### src/rtl/control_unit.sv
// Single-cycle ARM-style control unit: main/ALU decoder, PC logic and
// conditional execution against four stored condition flags {N,Z,C,V}.
module control_unit (
    input  logic       clk,
    input  logic       rst,
    input  logic [3:0] Rd,
    input  logic [1:0] Op,
    input  logic [1:0] sh,
    input  logic [5:0] Funct,
    input  logic [3:0] Cond,
    input  logic [3:0] ALUFlags,
    output logic       MemtoReg,
    output logic       ALUSrc,
    output logic [1:0] ImmSrc,
    output logic [1:0] RegSrc,
    output logic [3:0] ALUControl,
    output logic       PCSrc,
    output logic       RegWrite,
    output logic       MemWrite
);

    logic       regw_dec;
    logic       regw;
    logic       memw;
    logic       branch;
    logic       aluop;
    logic       nowrite;
    logic       pcs;
    logic       condex;
    logic [1:0] flagw;
    logic [3:0] cmd;
    logic [3:0] flags;
    logic       n, z, c, v;

    assign cmd = Funct[4:1];
    assign {n, z, c, v} = flags;

    // Main decoder
    always_comb begin
        regw_dec = 1'b0;
        memw     = 1'b0;
        MemtoReg = 1'b0;
        ALUSrc   = 1'b0;
        ImmSrc   = 2'b00;
        RegSrc   = 2'b00;
        branch   = 1'b0;
        aluop    = 1'b0;
        case (Op)
            2'b00: begin
                regw_dec = 1'b1;
                ALUSrc   = Funct[5];
                aluop    = 1'b1;
            end
            2'b01: begin
                ALUSrc = 1'b1;
                ImmSrc = 2'b01;
                if (Funct[0]) begin
                    regw_dec = 1'b1;
                    MemtoReg = 1'b1;
                end else begin
                    memw   = 1'b1;
                    RegSrc = 2'b10;
                end
            end
            2'b10: begin
                ALUSrc = 1'b1;
                ImmSrc = 2'b10;
                RegSrc = 2'b01;
                branch = 1'b1;
            end
            default: ;
        endcase
    end

    // ALU decoder; MOV and the shifts share cmd 1101, split by I and sh
    always_comb begin
        ALUControl = 4'b0000;
        flagw      = 2'b00;
        nowrite    = 1'b0;
        if (aluop) begin
            case (cmd)
                4'b0100: ALUControl = 4'b0000;
                4'b0010: ALUControl = 4'b0001;
                4'b0000: ALUControl = 4'b0010;
                4'b1100: ALUControl = 4'b0011;
                4'b0001: ALUControl = 4'b0100;
                4'b1010: ALUControl = 4'b0001;
                4'b1101: begin
                    if (Funct[5]) begin
                        ALUControl = 4'b0101;
                    end else begin
                        case (sh)
                            2'b00:   ALUControl = 4'b0110;
                            2'b01:   ALUControl = 4'b0111;
                            2'b10:   ALUControl = 4'b1000;
                            default: ALUControl = 4'b1001;
                        endcase
                    end
                end
                default: ALUControl = 4'b0000;
            endcase
            flagw[1] = Funct[0];
            flagw[0] = Funct[0] & ((ALUControl == 4'b0000) | (ALUControl == 4'b0001));
            if (cmd == 4'b1010) begin
                flagw   = 2'b11;
                nowrite = 1'b1;
            end
        end
    end

    assign regw = regw_dec & ~nowrite;
    assign pcs  = branch | (regw & (Rd == 4'b1111));

    always_comb begin
        condex = 1'b0;
        case (Cond)
            4'b0000: condex = z;
            4'b0001: condex = ~z;
            4'b0010: condex = c;
            4'b0011: condex = ~c;
            4'b0100: condex = n;
            4'b0101: condex = ~n;
            4'b0110: condex = v;
            4'b0111: condex = ~v;
            4'b1000: condex = c & ~z;
            4'b1001: condex = ~c | z;
            4'b1010: condex = (n == v);
            4'b1011: condex = (n != v);
            4'b1100: condex = ~z & (n == v);
            4'b1101: condex = z | (n != v);
            4'b1110: condex = 1'b1;
            default: condex = 1'b0;
        endcase
    end

    assign PCSrc    = pcs & condex;
    assign RegWrite = regw & condex;
    assign MemWrite = memw & condex;

    // The setting instruction is evaluated with the pre-edge flags
    always_ff @(posedge clk) begin
        if (rst) begin
            flags <= 4'b0000;
        end else begin
            if (flagw[1] & condex) flags[3:2] <= ALUFlags[3:2];
            if (flagw[0] & condex) flags[1:0] <= ALUFlags[1:0];
        end
    end

endmodule

### config.mk
export PLATFORM = sky130hd
export DESIGN_NAME = control_unit
export DESIGN_NICKNAME = d
export VERILOG_FILES = /design/src/rtl/control_unit.sv
export SDC_FILE = /design/constraint.sdc
export NUM_CORES = 1
export LEC_CHECK = 0
export CAP_MARGIN = 30
export CORE_MARGIN = 1
export CORE_UTILIZATION = 40
export CTS_BUF_LIST = sky130_fd_sc_hd__clkbuf_16
export CTS_CLUSTER_DIAMETER = 50
export DETAILED_ROUTE_END_ITERATION = 8
export PLACE_DENSITY = 0.78
export SYNTH_ARGS = -nofsm -noshare
export SYNTH_HDL_FRONTEND = slang
export SYNTH_SLANG_ARGS = --single-unit
export TNS_END_PERCENT = 100
### constraint.sdc
create_clock -name clk -period 2.4 [get_ports clk]
set_input_delay 0.48 -clock clk [delete_from_list [all_inputs] [get_ports clk]]
set_output_delay 0.48 -clock clk [all_outputs]
set_load 0.05 [all_outputs]
==> Flow_metrics.wiki, run 1 <==
{| class="wikitable"
! Metric !! Value
|-
| Outcome || did not finish
|-
| Stage where the flow stopped || 5_1_grt
|-
| First error in the log || [ERROR DPL-0033] detailed placement checks failed during check placement.
|-
| Count of cell types in the netlist || 36
|-
| Y dimension of the die || 44.2 um
|-
| Net count of the mapped netlist || 119
|-
| Fraction of post-synthesis cell area in the top cell type by area || 11.2%
|-
| Total clock buffers created by CTS || 3
|-
| Number of flops mapped to enable cells by yosys || 0
|-
| Antenna violations before repair || 0
|-
| Post-DP Area || 0.00135 mm^2
|-
| Worst-case setup slack after placement || -0.377 ns
|-
| Count of buffers from port buffering || 36
|-
| Fraction of the yosys area taken by sequential cells || 11.2%
|-
| Initial standard-cell utilization of the core || 45.2%
|-
| Horizontal die dimension || 44.2 um
|-
| Yosys warning count || 0
|-
| Last worst endpoint in the global-route repair_timing || ALUControl[3]
|-
| I/O pin count || 37
|-
| Dominant synthesized flop cell || sky130_fd_sc_hd__dfxtp_1
|-
| Buffer count from post-CTS setup fixing || 0
|-
| Post-cts hold buffer count || 0
|-
| Share of flip-flops with an asynchronous set or reset || 0%
|-
| RD Place Congestion || 0.907
|-
| Buffer depth of the longest clock path || 2
|-
| Largest net degree at the start of global routing || 9
|-
| Number of sinks driven by the clock tree || 4
|-
| Seq cells post-synth || 4
|-
| Post-synth top area cell || sky130_fd_sc_hd__dfxtp_1
|-
| Number of H-tree levels || 1
|-
| DPL Wire Length || 1980 um
|-
| Post-Syn Area per Cell || 7.91 um^2
|-
| CTS Root Cell || sky130_fd_sc_hd__clkbuf_16
|-
| Cell count after synthesis || 90
|-
| Cell Rows || 14
|-
| Area of the mapped netlist || 712 um^2
|-
| WEP type || primary output
|-
| Cell types occupying the most area after synthesis || sky130_fd_sc_hd__dfxtp_1 (11%), sky130_fd_sc_hd__ha_1 (8.8%), sky130_fd_sc_hd__nand2b_1 (7.9%), sky130_fd_sc_hd__mux2i_1 (7.0%), sky130_fd_sc_hd__nor2_1 (5.3%)
|}
Yosys cell counts (2+ instances only):
cell,number
sky130_fd_sc_hd__nand2_1,2
sky130_fd_sc_hd__or2b_1,2
sky130_fd_sc_hd__nor3_1,2
sky130_fd_sc_hd__o21ai_0,2
sky130_fd_sc_hd__buf_6,2
sky130_fd_sc_hd__a21oi_1,5
sky130_fd_sc_hd__o22ai_2,3
sky130_fd_sc_hd__mux2i_1,5
sky130_fd_sc_hd__a31oi_1,2
sky130_fd_sc_hd__nand2b_1,9
sky130_fd_sc_hd__inv_1,3
sky130_fd_sc_hd__ha_1,5
sky130_fd_sc_hd__and2_1,2
sky130_fd_sc_hd__xor2_1,2
sky130_fd_sc_hd__nor2_1,10
sky130_fd_sc_hd__nor3b_1,5
sky130_fd_sc_hd__buf_4,2
sky130_fd_sc_hd__dfxtp_1,4
sky130_fd_sc_hd__nand3b_1,3
sky130_fd_sc_hd__nor2b_1,4
kinds of logic after synthesis:
kind of cell | after synthesis | synth area share [%]
flops | 4 | 11.2
fa+ha+maj | 5 | 8.79
mux | 7 | 11.1
buf+inv | 7 | 6.85
simple gates | 46 | 39.5
xor+xnor | 3 | 3.69
compound gates | 18 | 18.8
metrics by stage:
stage / cells / setup TNS [ns]
after floorplan: 90 / -0.109
after global placement: 158 / -0.742
after CTS: 161 / 0
after detailed placement: 158 / -1.18
what timing repair did:
action | 4_1_cts
endpoints found under the hold margin | 0
endpoints found under the setup margin | 5
resized for setup | 30
gates cloned | 0
pin swaps | 3
==> run 2, diff against run 1 <==
- CORE_AREA: default -> 2 2 63 65
- CORE_MARGIN: 1 -> default
- CORE_UTILIZATION: 40 -> default
- CTS_BUF_LIST: sky130_fd_sc_hd__clkbuf_16 -> default
- CTS_CLUSTER_DIAMETER: 50 -> default
- DIE_AREA: default -> 0 0 65 67
- PLACE_DENSITY: 0.78 -> default
- PLACE_DENSITY_LB_ADDON: default -> 0.15
==> run 2 against run 1 <==
Net effect: the run now ends clean; area after synthesis unchanged; synthesized cell count did not move.
==> Flow_metrics.wiki, run 2 <==
{| class="wikitable"
! Metric !! Value
|-
| Total of max-cap violations || 0
|-
| Share of flip-flops with an asynchronous set or reset || 0%
|-
| Clk slew on worst S/H paths || 0.03 ns
|-
| LEAKAGE || 0.595 nW
|-
| Buffer depth of the longest clock path || 2
|-
| I/O pin count || 37
|-
| Via density per instance || 4.27
|-
| Vias in the first global route || 815
|-
| Area Overhead vs Synth || 107%
|-
| Non-Filler Cell Area, Final || 0.00148 mm^2
|-
| CTS Root Cell || sky130_fd_sc_hd__clkbuf_8
|-
| Number of sinks driven by the clock tree || 4
|-
| Outcome || complete, no violations
|-
| Total clock buffers created by CTS || 3
|-
| Post-DP Area || 0.00138 mm^2
|-
| Die Outline Area || 0.00436 mm^2
|-
| Filler Cell Count || 368
|-
| Reg-to-reg setup timing slack || 0.77 ns
|-
| Cell Rows || 22
|-
| Cell with the most instances after synthesis || sky130_fd_sc_hd__nor2_1
|-
| Placed Cells || 189
|-
| Cell types occupying the most area after synthesis || sky130_fd_sc_hd__dfxtp_1 (11%), sky130_fd_sc_hd__ha_1 (8.8%), sky130_fd_sc_hd__nand2b_1 (7.9%), sky130_fd_sc_hd__mux2i_1 (7.0%), sky130_fd_sc_hd__nor2_1 (5.3%)
|-
| Count of buffers from port buffering || 36
|-
| CORE AREA || 0.00361 mm^2
|-
| Number of cells in the finished layout apart from fillers || 193
|-
| Transition time at the pin with the least slew margin || 0.254 ns
|-
| Layout cell share with drive strength beyond 1 || 40.0%
|-
| Commonest non-fill, non-tap cell in the layout || sky130_fd_sc_hd__buf_4
|-
| Worst-case setup slack after placement || -0.345 ns
|-
| Largest net degree at the start of global routing || 12
|-
| Final period utilization || 96.3%
|-
| Antenna violations before repair || 0
|-
| Endpoints failing hold || 0
|-
| Final layout net count || 176
|-
| Routed WL || 2150 um
|-
| Worst Reg2Reg Path Length in Cells || 6
|-
| DPL Wire Length || 1830 um
|-
| Flip-flop count of the largest register after layout || 4
|-
| Worst Setup Start Kind || primary input
|-
| Fraction of post-synthesis cell area in the top cell type by area || 11.2%
|-
| Via count || 824
|-
| Final TNS setup || 0 ns
|-
| Type of the worst setup path || in2out
|-
| Required time at the endpoint of the critical path || 1.92 ns
|-
| Clock period minus final worst setup slack || 2.31 ns
|-
| Commonest cells after routing, fill and taps aside || sky130_fd_sc_hd__buf_4 (19), sky130_fd_sc_hd__clkdlybuf4s50_1 (16), sky130_fd_sc_hd__buf_12 (13)
|-
| Post-cts hold buffer count || 0
|-
| Detail-routed net length per standard cell || 11.1 um
|-
| Post-synth top area cell || sky130_fd_sc_hd__dfxtp_1
|-
| Worst slew margin relative to its limit || 83.0%
|-
| PwrDens || 307 mW/mm^2
|-
| 1st-iter DRT viols || 15
|-
| Residual DRC count || 0
|-
| Global-route wire length before repair || 3450 um
|-
| Unrepaired setup endpoints after global routing || yes
|-
| Worst-case setup margin in the final layout || 0.0876 ns
|-
| Number of H-tree levels || 1
|-
| Horizontal die dimension || 65 um
|-
| Dominant synthesized flop cell || sky130_fd_sc_hd__dfxtp_1
|-
| RD Place Congestion || 0.780
|-
| Multi-input gate area || 643 um^2
|-
| Post-synth top cells || sky130_fd_sc_hd__nor2_1 (10), sky130_fd_sc_hd__nand2b_1 (9)
|-
| Count of nets left with antenna violations after detail routing || 0
|-
| Y dimension of the die || 67 um
|-
| Total grt overflow || 0
|-
| TritonCTS clock tree || yes
|-
| Cell count after synthesis || 90
|-
| Endpoint arrival time on the critical path || 1.83 ns
|-
| Number of flops mapped to enable cells by yosys || 0
|-
| Fraction of the yosys area taken by sequential cells || 11.2%
|-
| F_max || 0.432 GHz
|-
| Maximum ir drop on the vdd rail || 295 uV
|-
| Final setup vio count || 0
|-
| Area of the mapped netlist || 712 um^2
|-
| Class of the tightest hold or removal check || reg2reg
|-
| Post-Syn Area per Cell || 7.91 um^2
|-
| Area taken by flip-flops and latches || 80.1 um^2
|-
| Net count of the mapped netlist || 119
|-
| Endpoint of the most critical register-to-register path || flags[1]$_SDFFE_PP0P_
|-
| # diodes || 0
|-
| Yosys warning count || 0
|-
| Registers with the highest flip-flop counts || flags x4
|-
| Register containing the most flip-flops in the final layout || flags
|-
| Initial standard-cell utilization of the core || 19.7%
|-
| Final number of max-transition violations || 0
|-
| Count of cell types in the netlist || 36
|-
| Seq cells post-synth || 4
|-
| Startpoint of the most critical register-to-register path || flags[1]$_SDFFE_PP0P_
|-
| Clock Skew || 0.00105 ns
|-
| Critical-path maximum fanout || 8
|-
| GR Util All Layers || 10.2%
|-
| Crit path capture type || output pin
|-
| Clock network latency to the later pin of the worst-skew pair || 0.22 ns
|-
| Number of optimization iterations in the first detailed-route pass || 3
|-
| CP Launch Point || Cond[2]
|-
| Hold Startpoint || flags[2]$_SDFFE_PP0P_
|-
| End of the critical path || MemWrite
|}
## run 2: cell counts after synthesis
No cell type changed its count.
## run 2: worst min path at each step
stage | end | slack (ns) | cells past startpoint
floorplan | flags[2]$_SDFFE_PP0P_ | 0.46 | 2
global placement | flags[2]$_SDFFE_PP0P_ | 0.49 | 2
detailed placement | flags[2]$_SDFFE_PP0P_ | 0.50 | 2
CTS | flags[2]$_SDFFE_PP0P_ | 0.50 | 2
global route | flags[2]$_SDFFE_PP0P_ | 0.54 | 2
finish | flags[2]$_SDFFE_PP0P_ | 0.51 | 2
## run 2: critical path: stages
cell                              delay, ns
sky130_fd_sc_hd__clkdlybuf4s15_2       0.27
sky130_fd_sc_hd__mux2i_2               0.25
sky130_fd_sc_hd__mux2_4                0.32
sky130_fd_sc_hd__nor2_1                0.12
sky130_fd_sc_hd__o21a_4                0.19
sky130_fd_sc_hd__nor2b_4               0.06
sky130_fd_sc_hd__buf_12                0.14
## run 2: kinds of logic (layout without fill, tap and decap cells)
group | after synthesis | count (layout) | share of synthesized area, %
and+or+nand+nor | 46 | 46 | 39.5
AOI/OAI and AO/OA | 18 | 18 | 18.8
muxes | 7 | 7 | 11.1
buffers and inverters | 7 | 62 | 6.85
adders and majority gates | 5 | 5 | 8.79
DFF | 4 | 4 | 11.2
xor gates and xnor gates | 3 | 3 | 3.69
## run 2: report_power, final
group / internal (mW) / total [mW] / switching, mW
combinational: 0.131 / 0.241 / 0.110
sequential: 0.0692 / 0.0719 / 0.00274
clock: 0.107 / 0.140 / 0.0334
total: 0.307 / 0.453 / 0.146
## run 2: repair_timing
item	4_1_cts	5_1_grt
pin swaps	5	1
setup endpoints to repair	6	3
buffers inserted	0	1
resized for setup	22	2
## run 2: per-layer routing
metal	up-vias	GRT usage [%]	wire length, um
li1	427	-	-
met1	378	11.1	853
met2	19	19.3	1190
met3	0	2.36	105
met4	0	3.19	0
met5	-	0	0
## run 2: cell type report
class / count / share of cell area, %
well taps: 48 / 4.07
repair buffers: 56 / 43.4
flip-flops and latches: 4 / 5.42
clock buffers: 3 / 2.80
multi-input cells: 79 / 43.6
inverters: 3 / 0.763
## run 2: metrics by stage
stage | total power, mW | util [%] | hold slack, ns
after detailed placement | 0.304 | 38.3 | 0.499
final | 0.453 | 40.9 | 0.512
after floorplan | 0.180 | - | 0.465
after global routing | 0.478 | 40.9 | 0.545
after global placement | 0.301 | 38.3 | 0.493
after CTS | 0.457 | 40.5 | 0.501
(Power assumes the default switching activity.)
